[config.mk]
export PLATFORM = sky130hd
export DESIGN_NAME = flag_ctrl
export DESIGN_NICKNAME = d
export VERILOG_FILES = /design/src/rtl/flag_ctrl.sv
export SDC_FILE = /design/constraint.sdc
export NUM_CORES = 1
export LEC_CHECK = 0
export BUFFER_PORTS_ARGS = -buffer_cell sky130_fd_sc_hd__buf_2
export CAP_MARGIN = 25
export CORE_ASPECT_RATIO = 1.4
export CORE_MARGIN = 2
export CORE_UTILIZATION = 45
export DETAILED_ROUTE_END_ITERATION = 8
export PLACE_DENSITY = 0.81
export REMOVE_ABC_BUFFERS = 1
export SLEW_MARGIN = 20
export SYNTH_ARGS = -nofsm -noshare
export SYNTH_HDL_FRONTEND = slang
export SYNTH_SLANG_ARGS = --single-unit
[constraint.sdc]
create_clock -name clk -period 2.35 [get_ports clk]
set_input_delay 0.235 -clock clk [delete_from_list [all_inputs] [get_ports clk]]
set_output_delay 0.235 -clock clk [all_outputs]
set_load 0.01 [all_outputs]
[src/rtl/flag_ctrl.sv]
// flag_ctrl
// ---------------------------------------------------------------------------
// Z/N/V flag controller for the execute stage of the 16-bit pipelined CPU.
// It decodes the EX opcode into per-flag write enables and holds the
// architectural flags. It resolves the 3-bit branch condition for the branch
// sitting in ID. When that branch depends on a flag-setting instruction that
// is still in EX, it either stalls ID for one cycle or forwards the ALU
// result. Once HLT retires, the flag state is frozen until reset.
//
// Optional feature macro: FLAG_FWD_EN
//   defined   : the flag hazard is resolved by forwarding the alu_* values.
//               flag_stall is always 0 and stall_cnt stays 0.
//   undefined : the flag hazard is resolved by a one-cycle ID stall.
//
// Ports
//   clk, rst          clock; synchronous active-high reset
//   ex_valid          EX stage holds a real instruction
//   ex_opcode[3:0]    EX-stage opcode
//   alu_z/alu_n/alu_v ALU flag results for the EX instruction
//   stall_in          global pipeline hold; EX does not retire this cycle
//   flush             ID/EX squash
//   id_valid          ID stage holds a real instruction
//   id_opcode[3:0]    ID-stage opcode
//   id_ccc[2:0]       branch condition code of the ID branch
//   en_z/en_n/en_v    per-flag write enables
//   flag_z/n/v        architectural flags
//   br_valid          the branch in ID is resolved this cycle
//   br_taken          branch condition is true (qualified by br_valid)
//   flag_stall        request a one-cycle ID hold for a flag hazard
//   halted            HLT has retired
//   stall_cnt         saturating count of cycles with flag_stall=1
// ---------------------------------------------------------------------------
module flag_ctrl #(
  parameter int CNT_W = 16
) (
  input  logic             clk,
  input  logic             rst,
  input  logic             ex_valid,
  input  logic [3:0]       ex_opcode,
  input  logic             alu_z,
  input  logic             alu_n,
  input  logic             alu_v,
  input  logic             stall_in,
  input  logic             flush,
  input  logic             id_valid,
  input  logic [3:0]       id_opcode,
  input  logic [2:0]       id_ccc,
  output logic             en_z,
  output logic             en_n,
  output logic             en_v,
  output logic             flag_z,
  output logic             flag_n,
  output logic             flag_v,
  output logic             br_valid,
  output logic             br_taken,
  output logic             flag_stall,
  output logic             halted,
  output logic [CNT_W-1:0] stall_cnt
);

  typedef enum logic [1:0] {
    S_RUN  = 2'd0,
    S_WAIT = 2'd1,
    S_HALT = 2'd2
  } state_t;

  localparam logic [3:0] OP_ADD = 4'b0000;
  localparam logic [3:0] OP_SUB = 4'b0001;
  localparam logic [3:0] OP_XOR = 4'b0010;
  localparam logic [3:0] OP_SLL = 4'b0100;
  localparam logic [3:0] OP_SRA = 4'b0101;
  localparam logic [3:0] OP_ROR = 4'b0110;
  localparam logic [3:0] OP_B0  = 4'b1100;
  localparam logic [3:0] OP_B1  = 4'b1101;
  localparam logic [3:0] OP_HLT = 4'b1111;

  state_t state;
  state_t state_nxt;

  logic sets_z;
  logic sets_nv;
  logic ret;
  logic is_br;
  logic is_hlt;
  logic f_z;
  logic f_n;
  logic f_v;

  // Evaluate a 3-bit branch condition against a set of flag values.
  function automatic logic cond_true(input logic [2:0] ccc,
                                     input logic z, input logic n, input logic v);
    logic res;
    case (ccc)
      3'b000:  res = ~z;
      3'b001:  res = z;
      3'b010:  res = ~z & ~n;
      3'b011:  res = n;
      3'b100:  res = z | (~z & ~n);
      3'b101:  res = n | z;
      3'b110:  res = v;
      default: res = 1'b1;
    endcase
    return res;
  endfunction

  // Opcode classes that write flags. Arithmetic ops write all three flags;
  // logic and shift ops only write Z.
  always_comb begin
    sets_z  = 1'b0;
    sets_nv = 1'b0;
    case (ex_opcode)
      OP_ADD, OP_SUB: begin
        sets_z  = 1'b1;
        sets_nv = 1'b1;
      end
      OP_XOR, OP_SLL, OP_SRA, OP_ROR: sets_z = 1'b1;
      default: ;
    endcase
  end

  // An EX instruction only retires when it is real, not held, and the core
  // has not halted. HLT belongs to no flag-setting class, so it never enables
  // a flag write and never creates a hazard.
  assign ret    = ex_valid & ~stall_in & (state != S_HALT);
  assign en_z   = ret & sets_z;
  assign en_n   = ret & sets_nv;
  assign en_v   = ret & sets_nv;
  assign is_br  = id_valid & ((id_opcode == OP_B0) | (id_opcode == OP_B1));
  assign is_hlt = ret & (ex_opcode == OP_HLT);
  assign halted = (state == S_HALT);

`ifdef FLAG_FWD_EN
  // Forward the ALU result for each flag the EX instruction will write,
  // even if EX is currently held.
  assign f_z = (ex_valid & sets_z)  ? alu_z : flag_z;
  assign f_n = (ex_valid & sets_nv) ? alu_n : flag_n;
  assign f_v = (ex_valid & sets_nv) ? alu_v : flag_v;
`else
  logic hazard;
  assign hazard = is_br & ex_valid & sets_z;
  assign f_z    = flag_z;
  assign f_n    = flag_n;
  assign f_v    = flag_v;
`endif

  // Next state and branch/stall outputs. HLT retiring overrides every other
  // transition. A flush suppresses both the stall and the branch result.
  always_comb begin
    state_nxt  = state;
    br_valid   = 1'b0;
    flag_stall = 1'b0;
    case (state)
      S_RUN: begin
`ifdef FLAG_FWD_EN
        br_valid = is_br & ~flush;
`else
        if (hazard & ~flush) begin
          flag_stall = 1'b1;
          if (!stall_in) begin
            state_nxt = S_WAIT;
          end
        end else begin
          br_valid = is_br & ~flush;
        end
`endif
      end
      S_WAIT: begin
        br_valid  = is_br & ~flush;
        state_nxt = S_RUN;
      end
      S_HALT: ;
      default: state_nxt = S_RUN;
    endcase
    if (is_hlt) begin
      state_nxt = S_HALT;
    end
  end

  assign br_taken = br_valid & cond_true(id_ccc, f_z, f_n, f_v);

  // State register.
  always_ff @(posedge clk) begin
    if (rst) begin
      state <= S_RUN;
    end else begin
      state <= state_nxt;
    end
  end

  // Architectural flags: each flag loads its ALU value only when enabled.
  always_ff @(posedge clk) begin
    if (rst) begin
      flag_z <= 1'b0;
      flag_n <= 1'b0;
      flag_v <= 1'b0;
    end else begin
      if (en_z) flag_z <= alu_z;
      if (en_n) flag_n <= alu_n;
      if (en_v) flag_v <= alu_v;
    end
  end

  // Saturating count of hazard-stall cycles.
  always_ff @(posedge clk) begin
    if (rst) begin
      stall_cnt <= '0;
    end else if (flag_stall && (stall_cnt != {CNT_W{1'b1}})) begin
      stall_cnt <= stall_cnt + 1'b1;
    end
  end

endmodule

==> metrics.md, run 1 <==
| Metric | Value |
|---|---|
| Result of the run | `completed` |
| Layout Area Growth over Synthesis | `20.7%` |
| RSZ-0062 raised after global routing | `no` |
| Compound-Gate Fraction of Synth Area | `13.2%` |
| Detailed-router iteration count before antenna repair | `4` |
| First-pass GRT wire length | `4630 microns` |
| Min cycle time layout | `1.96 ns` |
| Power consumption | `590 uW` |
| GP Congestion | `0.716` |
| Global route total overflow | `0` |
| IR drop worst, VDD | `0.000322 V` |
| Multiplexer fraction of the synthesized cell area | `3.17%` |
| Horizontal die dimension | `48.8 microns` |
| Maximum number of pins on one net before global-route repair | `22` |
| Endpoint class of the critical path | `output pin` |
| Most frequent standard cell in the layout excluding fill and tap cells | `sky130_fd_sc_hd__buf_2` |
| Number of buffers added by the clock tree synthesis step | `3` |
| Sinks on the clock net | `21` |
| DR WL/cell | `12.9 microns` |
| Final-layout worst hold slack | `0.0737 ns` |
| Pwr/cell area | `387 nW/um^2` |
| Synth Warn # | `0` |
| Die area | `3250 sq um` |
| Slew of the pin with the lowest slew margin | `0.446 ns` |
| Number of global-route vias before repair | `1090` |
| Final routed DRC violation total | `0` |
| Number of setup buffers added after CTS | `0` |
| Number of buffers on the longest clock path | `2` |
| Max cap viols | `0` |
| Adder and majority gate portion of the synthesized area | `1.78%` |
| Die Height | `66.7 microns` |
| Number of inserted filler cells in the final layout | `263` |
| Final-stage net count | `197` |
| Cell area after layout | `1520 sq um` |
| Rel. slew slack | `70.1%` |
| Required time at the endpoint of the critical path | `2.12 ns` |
| Top library cells by usage in the layout, fill and taps aside | `44 x sky130_fd_sc_hd__buf_2, 21 x sky130_fd_sc_hd__dfxtp_1, 16 x sky130_fd_sc_hd__nor2_1, 9 x sky130_fd_sc_hd__xnor2_1, 8 x sky130_fd_sc_hd__nand2_1` |
| Mapped Avg Cell Area | `9.56 sq um` |
| Core area | `2640 sq um` |
| Depth of the CTS H-tree | `1` |
| Worst-case setup margin in the final layout | `0.390 ns` |
| Worst setup timing slack at the placement stage | `0.390 ns` |
| Synth top area share | `33.3%` |
| Row count | `22` |
| Layout cell share with drive strength beyond 1 | `37.7%` |
| Util after Layout | `57.7%` |
| Slack of the worst reg-to-reg path | `0.40 ns` |
| Inst Count DP | `207` |
| Leading area contributor after synthesis | `sky130_fd_sc_hd__dfxtp_1` |
| Dominant cells by area after synthesis | `sky130_fd_sc_hd__dfxtp_1 33%, sky130_fd_sc_hd__xnor2_1 6.2%, sky130_fd_sc_hd__nor4_4 5.1%, sky130_fd_sc_hd__nor2_1 4.8%, sky130_fd_sc_hd__nand4_4 3.4%` |
| Post-detail-place hpwl | `2130 microns` |
| Count of placed standard cells in the final layout, fillers left out | `211` |
| Number of antenna violations at the first check in global routing | `0` |
| Fin. Hold Viols | `0` |
| Library cell used as clock root buffer | `sky130_fd_sc_hd__clkbuf_4` |
| # port buffers | `44` |
| Register area share after synthesis | `33.3%` |
| Share of the clock period used by the worst path | `83.4%` |
| Ant. Diodes | `0` |
| Startpoint Class | `flop` |
| Type of the worst setup path | `reg -> out` |
| Yosys cell types | `46` |
| Static leakage power | `0.640 nW` |
| Global routing usage summed across all routing layers | `17.8%` |
| Flip-flop and latch count after synthesis | `21` |
| Slew Viols, Final | `0` |
| Dominant combinational cell family by area after synthesis | `simple AND/OR/NAND/NOR gates` |
| Post-Route Skew | `0.00311 ns` |
| Largest fanout on the critical path | `4` |
| Maximum cell stage delay along the critical path | `0.43 ns` |
| Cells after Synth | `132` |
| Crit path arrival time | `1.73 ns` |
| Setup-failing EPs final | `0` |
| Register cell area after layout | `420 sq um` |
| Effective utilization at floorplan | `47.8%` |
| Xor-xnor portion of the synthesized cell area | `6.24%` |
| Routed via count | `1132` |
| DRT antenna net count | `0` |
| Clock latency reported for the late side of the worst-skew pair | `0.32 ns` |
| Mapped Area | `1260 sq um` |
| Aggregate negative setup slack | `0 ns` |
| Area of placed instances | `1500 sq um` |
| Hold bufs inserted after CTS | `0` |
| DRC marker count from the first detailed-route iteration | `11` |
| Hold Path Class | `in -> reg` |
| Post-CTS Resized | `0` |
| Synth Area in Simple Gates | `38.1%` |
| Top-Level Pins | `46` |
| Critical Path Slowest Stage Cell | `sky130_fd_sc_hd__or3b_1` |
| Total wire length after detailed routing | `2720 microns` |
| Crit-path cells | `nor2b_1 > or3b_1 > nor4_4 > buf_2` |
| Routed vias/inst | `5.36` |
| Area used by multi-input combinational logic | `788 sq um` |
| TritonCTS clock tree | `built` |
| Top achievable clock speed | `0.510 GHz` |
| CTS clock-pin slew for the worst setup and hold paths | `0.12 ns` |
[registers in the layout (all words and copies together) (netlist names)]
| register | cells |
|---|---|
| flag_n | 1 |
| flag_v | 1 |
| state | 2 |
| stall_cnt | 16 |
| flag_z | 1 |
[logic make-up (layout without fill, tap and decap cells)]
kind of cell | count (synthesis) | in the layout
AND/OR/NAND/NOR | 63 | 63
AO/OA/AOI/OAI | 22 | 22
flip-flops | 21 | 21
buffers and inverters | 11 | 54
XOR/XNOR | 9 | 9
multiplexers | 4 | 4
adder cells (fa/ha/maj) | 2 | 2
[path summary, 6_finish.rpt]
check,startpoint,end,cells past startpoint
hold / removal,stall_in,state[0]$_SDFFE_PP0P_,2
setup / recovery,state[0]$_SDFFE_PP0P_,en_v,4
setup reg to reg,stall_cnt[0]$_SDFFE_PP0P_,stall_cnt[2]$_SDFFE_PP0P_,6
hold reg to reg,stall_cnt[15]$_SDFFE_PP0P_,stall_cnt[15]$_SDFFE_PP0P_,2
[power by group]
part           leakage (nW)  internal (mW)  switching [mW]
registers             0.169          0.357         0.00120
logic                 0.453         0.0235          0.0271
clock network        0.0177         0.0638           0.117
total                 0.640          0.444           0.146
[worst max-delay path: cells and delay by family, from the launching register on]
| kind | cells | cell delay (ns) |
|---|---|---|
| DFF | 1 | 0.40 |
| buffers and inverters | 1 | 0.21 |
| and+or+nand+nor | 3 | 0.80 |
[layer usage]
layer / vias to the layer above / share of wire (%) / wire [microns] / track usage (%)
met5: - / 0 / 0 / 0
met2: 46 / 51 / 1390 / 34.1
li1: 564 / - / - / -
met3: 5 / 6.9 / 187 / 2.47
met1: 517 / 40 / 1100 / 19.7
met4: 0 / 1.5 / 40 / 6.43
[synth_stat cells, drive strengths merged]
library cell / number
a2111oi: 1
a211oi: 4
a21bo: 1
a21o: 2
a21oi: 6
and3: 2
and4: 1
and4bb: 1
buf: 3
clkbuf: 2
dfxtp: 21
ha: 1
inv: 6
maj3: 1
mux2i: 4
nand2: 8
nand2b: 1
nand3: 7
nand3b: 1
nand4: 4
nor2: 16
nor2b: 3
nor3: 3
nor3b: 4
nor4: 9
nor4b: 1
o211ai: 1
o21ai: 3
o21ba: 2
o311a: 1
o311ai: 1
or2: 1
or3b: 1
xnor2: 9
[layout make-up]
class,instances,area share (%)
repair buffers,44,14.4
clock inverters,1,0.328
multi-input cells,100,51.7
inverters,6,1.48
clock buffers,3,1.48
well taps,36,2.96
flip-flops and latches,21,27.6
Power figures use the tool's default switching activity.
==> run 2, diff against run 1 <==
clock period = 1.9 ns   (was 2.35 ns; I/O delays follow)
==> metrics.md, run 2 (synthesis gave the netlist of run 1 again) <==
| Metric | Value |
|---|---|
| Part of the power in the clock network | `30.1% (-0.6 points)` |
| # port buffers | `44 (unchanged)` |
| Routed vias/inst | `5.40 (+0.67%)` |
| Switching pwr | `174 uW (+19%)` |
| Bufs and invs on worst path | `1 (unchanged)` |
| Instance count on the critical path | `4 (unchanged)` |
| Depth of the CTS H-tree | `1 (unchanged)` |
| Detailed-router iteration count before antenna repair | `4 (unchanged)` |
| CTS clock-pin slew for the worst setup and hold paths | `0.12 ns (about the same)` |
| Largest fanout on the critical path | `3 (-1)` |
| Layout Area Growth over Synthesis | `28.0%` |
| Share of total power in combinational logic | `8.7% (about the same)` |
| Maximum number of pins on one net before global-route repair | `22 (unchanged)` |
| Hold Crit Depth | `2 (unchanged)` |
| Most frequent standard cell in the layout excluding fill and tap cells | `sky130_fd_sc_hd__buf_2` |
| Global route total overflow | `0 (unchanged)` |
| Inst Count DP | `216 (+4.3%)` |
| Number of inserted filler cells in the final layout | `232 (-12%)` |
| Clock latency reported for the late side of the worst-skew pair | `0.31 ns (about the same)` |
| Number of flip-flops under the largest register name | `16 (unchanged)` |
| Count of placed standard cells in the final layout, fillers left out | `222 (+5.2%)` |
| Cell family contributing the most delay on the critical path | `simple AND/OR/NAND/NOR gates` |
| Crit path arrival time | `1.62 ns (-0.11 ns)` |
| Worst R2R Path Depth | `5 (-1)` |
| Worst Hold Launch | `stall_in` |
| Top achievable clock speed | `0.554 GHz` |
| Register cell area after layout | `422 sq um (+0.30%)` |
| Top-Level Pins | `46 (unchanged)` |
| Worst r2r src | `state[1]$_SDFFE_PP0P_` |
| Number of antenna violations at the first check in global routing | `0 (unchanged)` |
| RSZ-0062 raised after global routing | `no` |
| Fin. Hold Viols | `0 (unchanged)` |
| Routed via count | `1199 (+5.9%)` |
| Sink of the worst hold path | `state[0]$_SDFFE_PP0P_` |
| Static leakage power | `0.702 nW (+9.7%)` |
| Power consumption | `724 uW (+23%)` |
| DR WL/cell | `12.4 microns (-3.8%)` |
| Top library cells by usage in the layout, fill and taps aside | `44 x sky130_fd_sc_hd__buf_2, 20 x sky130_fd_sc_hd__dfxtp_1, 16 x sky130_fd_sc_hd__nor2_1, 11 x sky130_fd_sc_hd__buf_4, 9 x sky130_fd_sc_hd__xnor2_1` |
| Pwr/cell area | `448 nW/um^2 (+16%)` |
| DRT antenna net count | `0 (unchanged)` |
| Switching part of the total power | `24.0% (-0.65 points)` |
| Setup-failing EPs final | `0 (unchanged)` |
| Row count | `22 (unchanged)` |
| Part of the total power dissipated in sequential elements | `61.2% (+0.5 points)` |
| Number of global-route vias before repair | `1204 (+10%)` |
| Number of buffers on the longest clock path | `2 (unchanged)` |
| Hold Path Class | `in -> reg` |
| Maximum cell stage delay along the critical path | `0.43 ns (about the same)` |
| Largest Register | `stall_cnt` |
| Destination of the worst register-to-register timing path | `stall_cnt[14]$_SDFFE_PP0P_` |
| Endpoint class of the critical path | `output pin` |
| Hold bufs inserted after CTS | `0 (unchanged)` |
| Critical Path Slowest Stage Cell | `sky130_fd_sc_hd__or3b_1` |
| Die area | `3250 sq um (unchanged)` |
| Internal power | `550 uW (+24%)` |
| Final routed DRC violation total | `0 (unchanged)` |
| Effective utilization at floorplan | `47.8% (unchanged)` |
| Min cycle time layout | `1.81 ns` |
| Max cap viols | `0 (unchanged)` |
| Library cell used as clock root buffer | `sky130_fd_sc_hd__clkbuf_4` |
| Number of buffers added by the clock tree synthesis step | `3 (unchanged)` |
| Aggregate negative setup slack | `0 ns (unchanged)` |
| Core area | `2640 sq um (unchanged)` |
| Crit-path cells | `nor2b_1 > or3b_1 > nor3b_2 > buf_2` |
| Required time at the endpoint of the critical path | `1.71 ns (-0.41 ns)` |
| Slack of the worst reg-to-reg path | `0.16 ns (-0.24 ns)` |
| Total wire length after detailed routing | `2750 microns (+1.2%)` |
| Type of the worst setup path | `reg -> out` |
| Post-detail-place hpwl | `2260 microns (+6.3%)` |
| DRC marker count from the first detailed-route iteration | `29 (+18)` |
| Area used by multi-input combinational logic | `797 sq um (+1.1%)` |
| Final-stage net count | `208 (+5.6%)` |
| Post-Route Skew | `0.00347 ns (+0.000367 ns)` |
| Ant. Diodes | `0 (unchanged)` |
| IR drop worst, VDD | `0.000283 V (-12%)` |
| First-pass GRT wire length | `4880 microns (+5.4%)` |
| GP Congestion | `0.764 (+6.7%)` |
| TritonCTS clock tree | `built` |
| Global routing usage summed across all routing layers | `18.5% (+0.77 points)` |
| Sinks on the clock net | `21 (unchanged)` |
| Result of the run | `completed` |
| Slew Viols, Final | `0 (unchanged)` |
| Layout cell share with drive strength beyond 1 | `41.9% (+4.2 points)` |
| Rel. slew slack | `71.8% (+1.7 points)` |
| Slew of the pin with the lowest slew margin | `0.419 ns (-0.0263 ns)` |
| Startpoint Class | `flop` |
| Horizontal die dimension | `48.8 microns (unchanged)` |
| Share of the clock period used by the worst path | `95.1%` |
| Biggest registers after layout | `stall_cnt: 16 flops, state: 2 flops` |
| Die Height | `66.7 microns (unchanged)` |
-- run 2: cell count changes in the layout (fill, tap and decap cells not counted), sizes merged --
cell  change
buf      +11
-- run 2: timing repair --
| action | 4_1_cts | 5_1_grt |
|---|---|---|
| pin swaps | 1 | 2 |
| setup buffers | 1 | 1 |
| setup endpoints to repair | 2 | 4 |
| gates resized for setup | 1 | 1 |
-- run 2: metrics by stage --
step                      util, %  hold WS (ns)  instance area (sq um)  setup WS (ns)
after CTS                    60.6        0.0284                   1600        0.00450
after global placement       59.2         0.371                   1560          0.182
final                        61.2        0.0366                   1620         0.0939
after global routing         61.2        0.0314                   1620        0.00882
after floorplan                 -         0.259                   1230          0.130
after detailed placement     59.2         0.375                   1560         0.0889
-- run 2: final cells by class --
cell class	count	area share [%]
sequential	21	26.1
tap	36	2.79
clock buffer	3	1.39
timing repair buffer	55	18.7
clock inverter	1	0.310
multi-input combinational	100	49.3
inverter	6	1.39
-- run 2: worst register-to-register path, delay by kind of cell (launching register included) --
family | cells | cell delay (ns)
AO/OA/AOI/OAI | 2 | 0.33
flip-flops | 1 | 0.32
AND/OR/NAND/NOR | 3 | 1.01
-- run 2: layer usage --
| layer | up-vias | GRT usage, % | wire, microns |
|---|---|---|---|
| li1 | 588 | - | - |
| met1 | 560 | 18.4 | 1050 |
| met2 | 46 | 37.8 | 1470 |
| met3 | 5 | 3.36 | 197 |
| met4 | 0 | 6.43 | 29 |
| met5 | - | 0 | 0 |
-- run 2: worst max-delay path by stage --
stage / from / end
floorplan: stall_cnt[0]$_SDFFE_PP0P_ / stall_cnt[2]$_SDFFE_PP0P_
global placement: stall_cnt[0]$_SDFFE_PP0P_ / stall_cnt[2]$_SDFFE_PP0P_
detailed placement: stall_cnt[0]$_SDFFE_PP0P_ / stall_cnt[2]$_SDFFE_PP0P_
CTS: state[1]$_SDFFE_PP0P_ / en_v
global route: stall_cnt[7]$_SDFFE_PP0P_ / stall_cnt[14]$_SDFFE_PP0P_
finish: state[1]$_SDFFE_PP0P_ / en_z
-- run 2: power groups by stage --
| stage | Clock (mW) | Combinational, mW | Sequential, mW |
|---|---|---|---|
| 2_1_floorplan | 0 | 0.0256 | 0.454 |
| 3_3_place_gp | 0 | 0.0600 | 0.453 |
| 3_5_place_dp | 0 | 0.0630 | 0.453 |
| 4_1_cts | 0.230 | 0.0638 | 0.443 |
| 5_1_grt | 0.247 | 0.0698 | 0.444 |
| 6_report | 0.218 | 0.0628 | 0.443 |
==> run 3, diff against run 2 <==
CELL_PAD_IN_SITES_DETAIL_PLACEMENT = 1   (was unset)
CELL_PAD_IN_SITES_GLOBAL_PLACEMENT = 1   (was unset)
CORE_UTILIZATION = 36   (was 45)
PLACE_DENSITY = 0.86   (was 0.81)
==> metrics.md, run 3 (synthesis gave the netlist of run 1 again) <==
| Metric | Value |
|---|---|
| Result of the run | `completed` |
| Total wire length after detailed routing | `3160 microns (+15%)` |
| Register cell area after layout | `422 sq um (unchanged)` |
| DR WL/cell | `14.2 microns (+15%)` |
| Global route total overflow | `0 (unchanged)` |
| Top-Level Pins | `46 (unchanged)` |
| Maximum number of pins on one net before global-route repair | `22 (unchanged)` |
| Endpoint class of the critical path | `output pin` |
| Startpoint Class | `flop` |
| Power consumption | `803 uW (+11%)` |
| Final-stage net count | `205 (-1.4%)` |
| Slew of the pin with the lowest slew margin | `0.453 ns (+0.0339 ns)` |
| Crit path arrival time | `1.64 ns (+0.02 ns)` |
| Global routing usage summed across all routing layers | `15.9% (-2.7 points)` |
| Horizontal die dimension | `54.1 microns (+11%)` |
| Rel. slew slack | `69.8% (-2.0 points)` |
| Layout cell share with drive strength beyond 1 | `41.5% (-0.41 points)` |
| Post-Route Skew | `0.00525 ns (+0.00178 ns)` |
| Sinks on the clock net | `21 (unchanged)` |
| Worst-case setup margin in the final layout | `0.0703 ns (-0.0237 ns)` |
| Row count | `25 (+14%)` |
| Clock latency reported for the late side of the worst-skew pair | `0.26 ns (-0.05 ns)` |
| Share of the clock period used by the worst path | `96.3% (+1.2 points)` |
| Effective utilization at floorplan | `37.4% (-10 points)` |
| Detailed-router iteration count before antenna repair | `4 (unchanged)` |
| Most frequent standard cell in the layout excluding fill and tap cells | `sky130_fd_sc_hd__buf_2` |
| # port buffers | `44 (unchanged)` |
| CTS clock-pin slew for the worst setup and hold paths | `0.08 ns (-0.04 ns)` |
| Max cap viols | `0 (unchanged)` |
| Largest fanout on the critical path | `4 (+1)` |
| Required time at the endpoint of the critical path | `1.71 ns (about the same)` |
| Min cycle time layout | `1.83 ns (+0.0237 ns)` |
| Type of the worst setup path | `reg -> out` |
| Core area | `3380 sq um (+28%)` |
| Worst setup timing slack at the placement stage | `0.0894 ns (+0.000563 ns)` |
| Top library cells by usage in the layout, fill and taps aside | `44 x sky130_fd_sc_hd__buf_2, 20 x sky130_fd_sc_hd__dfxtp_1, 16 x sky130_fd_sc_hd__nor2_1, 9 x sky130_fd_sc_hd__xnor2_1` |
| Post-detail-place hpwl | `2540 microns (+12%)` |
| Slew Viols, Final | `0 (unchanged)` |
| Hold Path Class | `in -> reg` |
| Largest Register | `stall_cnt` |
| Die Height | `74.1 microns (+11%)` |
| Number of buffers on the longest clock path | `2 (unchanged)` |
| Top achievable clock speed | `0.547 GHz (-1.3%)` |
| Number of inserted filler cells in the final layout | `429 (+85%)` |
| Static leakage power | `0.686 nW (-2.3%)` |
| Number of antenna violations at the first check in global routing | `0 (unchanged)` |
| Final-layout worst hold slack | `0.101 ns (+0.0648 ns)` |
| Number of flip-flops under the largest register name | `16 (unchanged)` |
| Number of buffers added by the clock tree synthesis step | `3 (unchanged)` |
| Layout Area Growth over Synthesis | `27.8%` |
| DRT antenna net count | `0 (unchanged)` |
| TritonCTS clock tree | `built` |
| Library cell used as clock root buffer | `sky130_fd_sc_hd__clkbuf_8` |
| RSZ-0062 raised after global routing | `yes` |
| Routed vias/inst | `5.31 (-1.7%)` |
| First-pass GRT wire length | `4840 microns (-0.86%)` |
| GP Congestion | `0.772 (+1.1%)` |
| Routed via count | `1184 (-1.3%)` |
| Biggest registers after layout | `stall_cnt: 16 flops, state: 2 flops` |
| DRC marker count from the first detailed-route iteration | `23 (-21%)` |
| Pwr/cell area | `498 nW/um^2 (+11%)` |
| Final routed DRC violation total | `0 (unchanged)` |
| Die area | `4000 sq um (+23%)` |
| Setup-failing EPs final | `0 (unchanged)` |
| Depth of the CTS H-tree | `1 (unchanged)` |
| Ant. Diodes | `0 (unchanged)` |
| IR drop worst, VDD | `0.000425 V (+50%)` |
| Fin. Hold Viols | `0 (unchanged)` |
| Hold bufs inserted after CTS | `0 (unchanged)` |
| Area used by multi-input combinational logic | `791 sq um (-0.78%)` |
| Number of global-route vias before repair | `1131 (-6.1%)` |
-- run 3: changes by cell type in the layout (fill, tap and decap cells not counted), sizes merged --
cell      delta
buf          -3
clkinv       -1
clkinvlp     +1
-- run 3: power breakdown --
| part | switching (mW) | internal [mW] | leakage, nW | total (mW) |
|---|---|---|---|---|
| registers | 0.00163 | 0.441 | 0.170 | 0.443 |
| clock network | 0.147 | 0.148 | 0.0217 | 0.295 |
| logic | 0.0348 | 0.0306 | 0.495 | 0.0654 |
-- run 3: metal layers --
layer	share of wire (%)	track usage [%]
met5	0	0
met4	1.1	4.72
met3	6.4	1.20
met2	52	31.0
met1	40	17.4
-- run 3: area by class of cell --
type	count	share of cell area, %
clock inverter	1	0.465
clock buffer	3	2.56
sequential	21	26.1
inverter	6	1.40
timing repair buffer	52	17.4
tap	40	3.10
multi-input combinational	100	49.0
-- run 3: critical path, cell delays in order, from the launching register on --
cell and delay (ns):
sky130_fd_sc_hd__dfxtp_1 0.31, sky130_fd_sc_hd__nor2b_1 0.15, sky130_fd_sc_hd__or3b_4 0.41, sky130_fd_sc_hd__nor4_4 0.31
sky130_fd_sc_hd__buf_2 0.19
-- run 3: through the flow --
stage,std cells,util (%),setup TNS [ns],instance area (sq um)
final,223,47.8,0,1610
after global routing,223,47.8,-0.0260,1610
after CTS,220,47.0,0,1590
after detailed placement,216,45.6,0,1540
after global placement,216,45.6,0,1540
after floorplan,127,-,0,1230
-- run 3: path summary, 6_finish.rpt --
path / from / to / slack [ns] / cells past startpoint
worst max register to register: stall_cnt[0]$_SDFFE_PP0P_ / stall_cnt[9]$_SDFFE_PP0P_ / 0.08 / 7
worst min register to register: flag_v$_SDFFE_PP0P_ / flag_v$_SDFFE_PP0P_ / 0.54 / 2
worst min-delay path: stall_in / state[0]$_SDFFE_PP0P_ / 0.10 / 2
worst max-delay path: state[1]$_SDFFE_PP0P_ / en_v / 0.07 / 4
-- run 3: what timing repair did --
item                                    4_1_cts  5_1_grt
endpoints found under the setup margin        0        7
buffers inserted                              0        3
gates resized for setup                       0        3
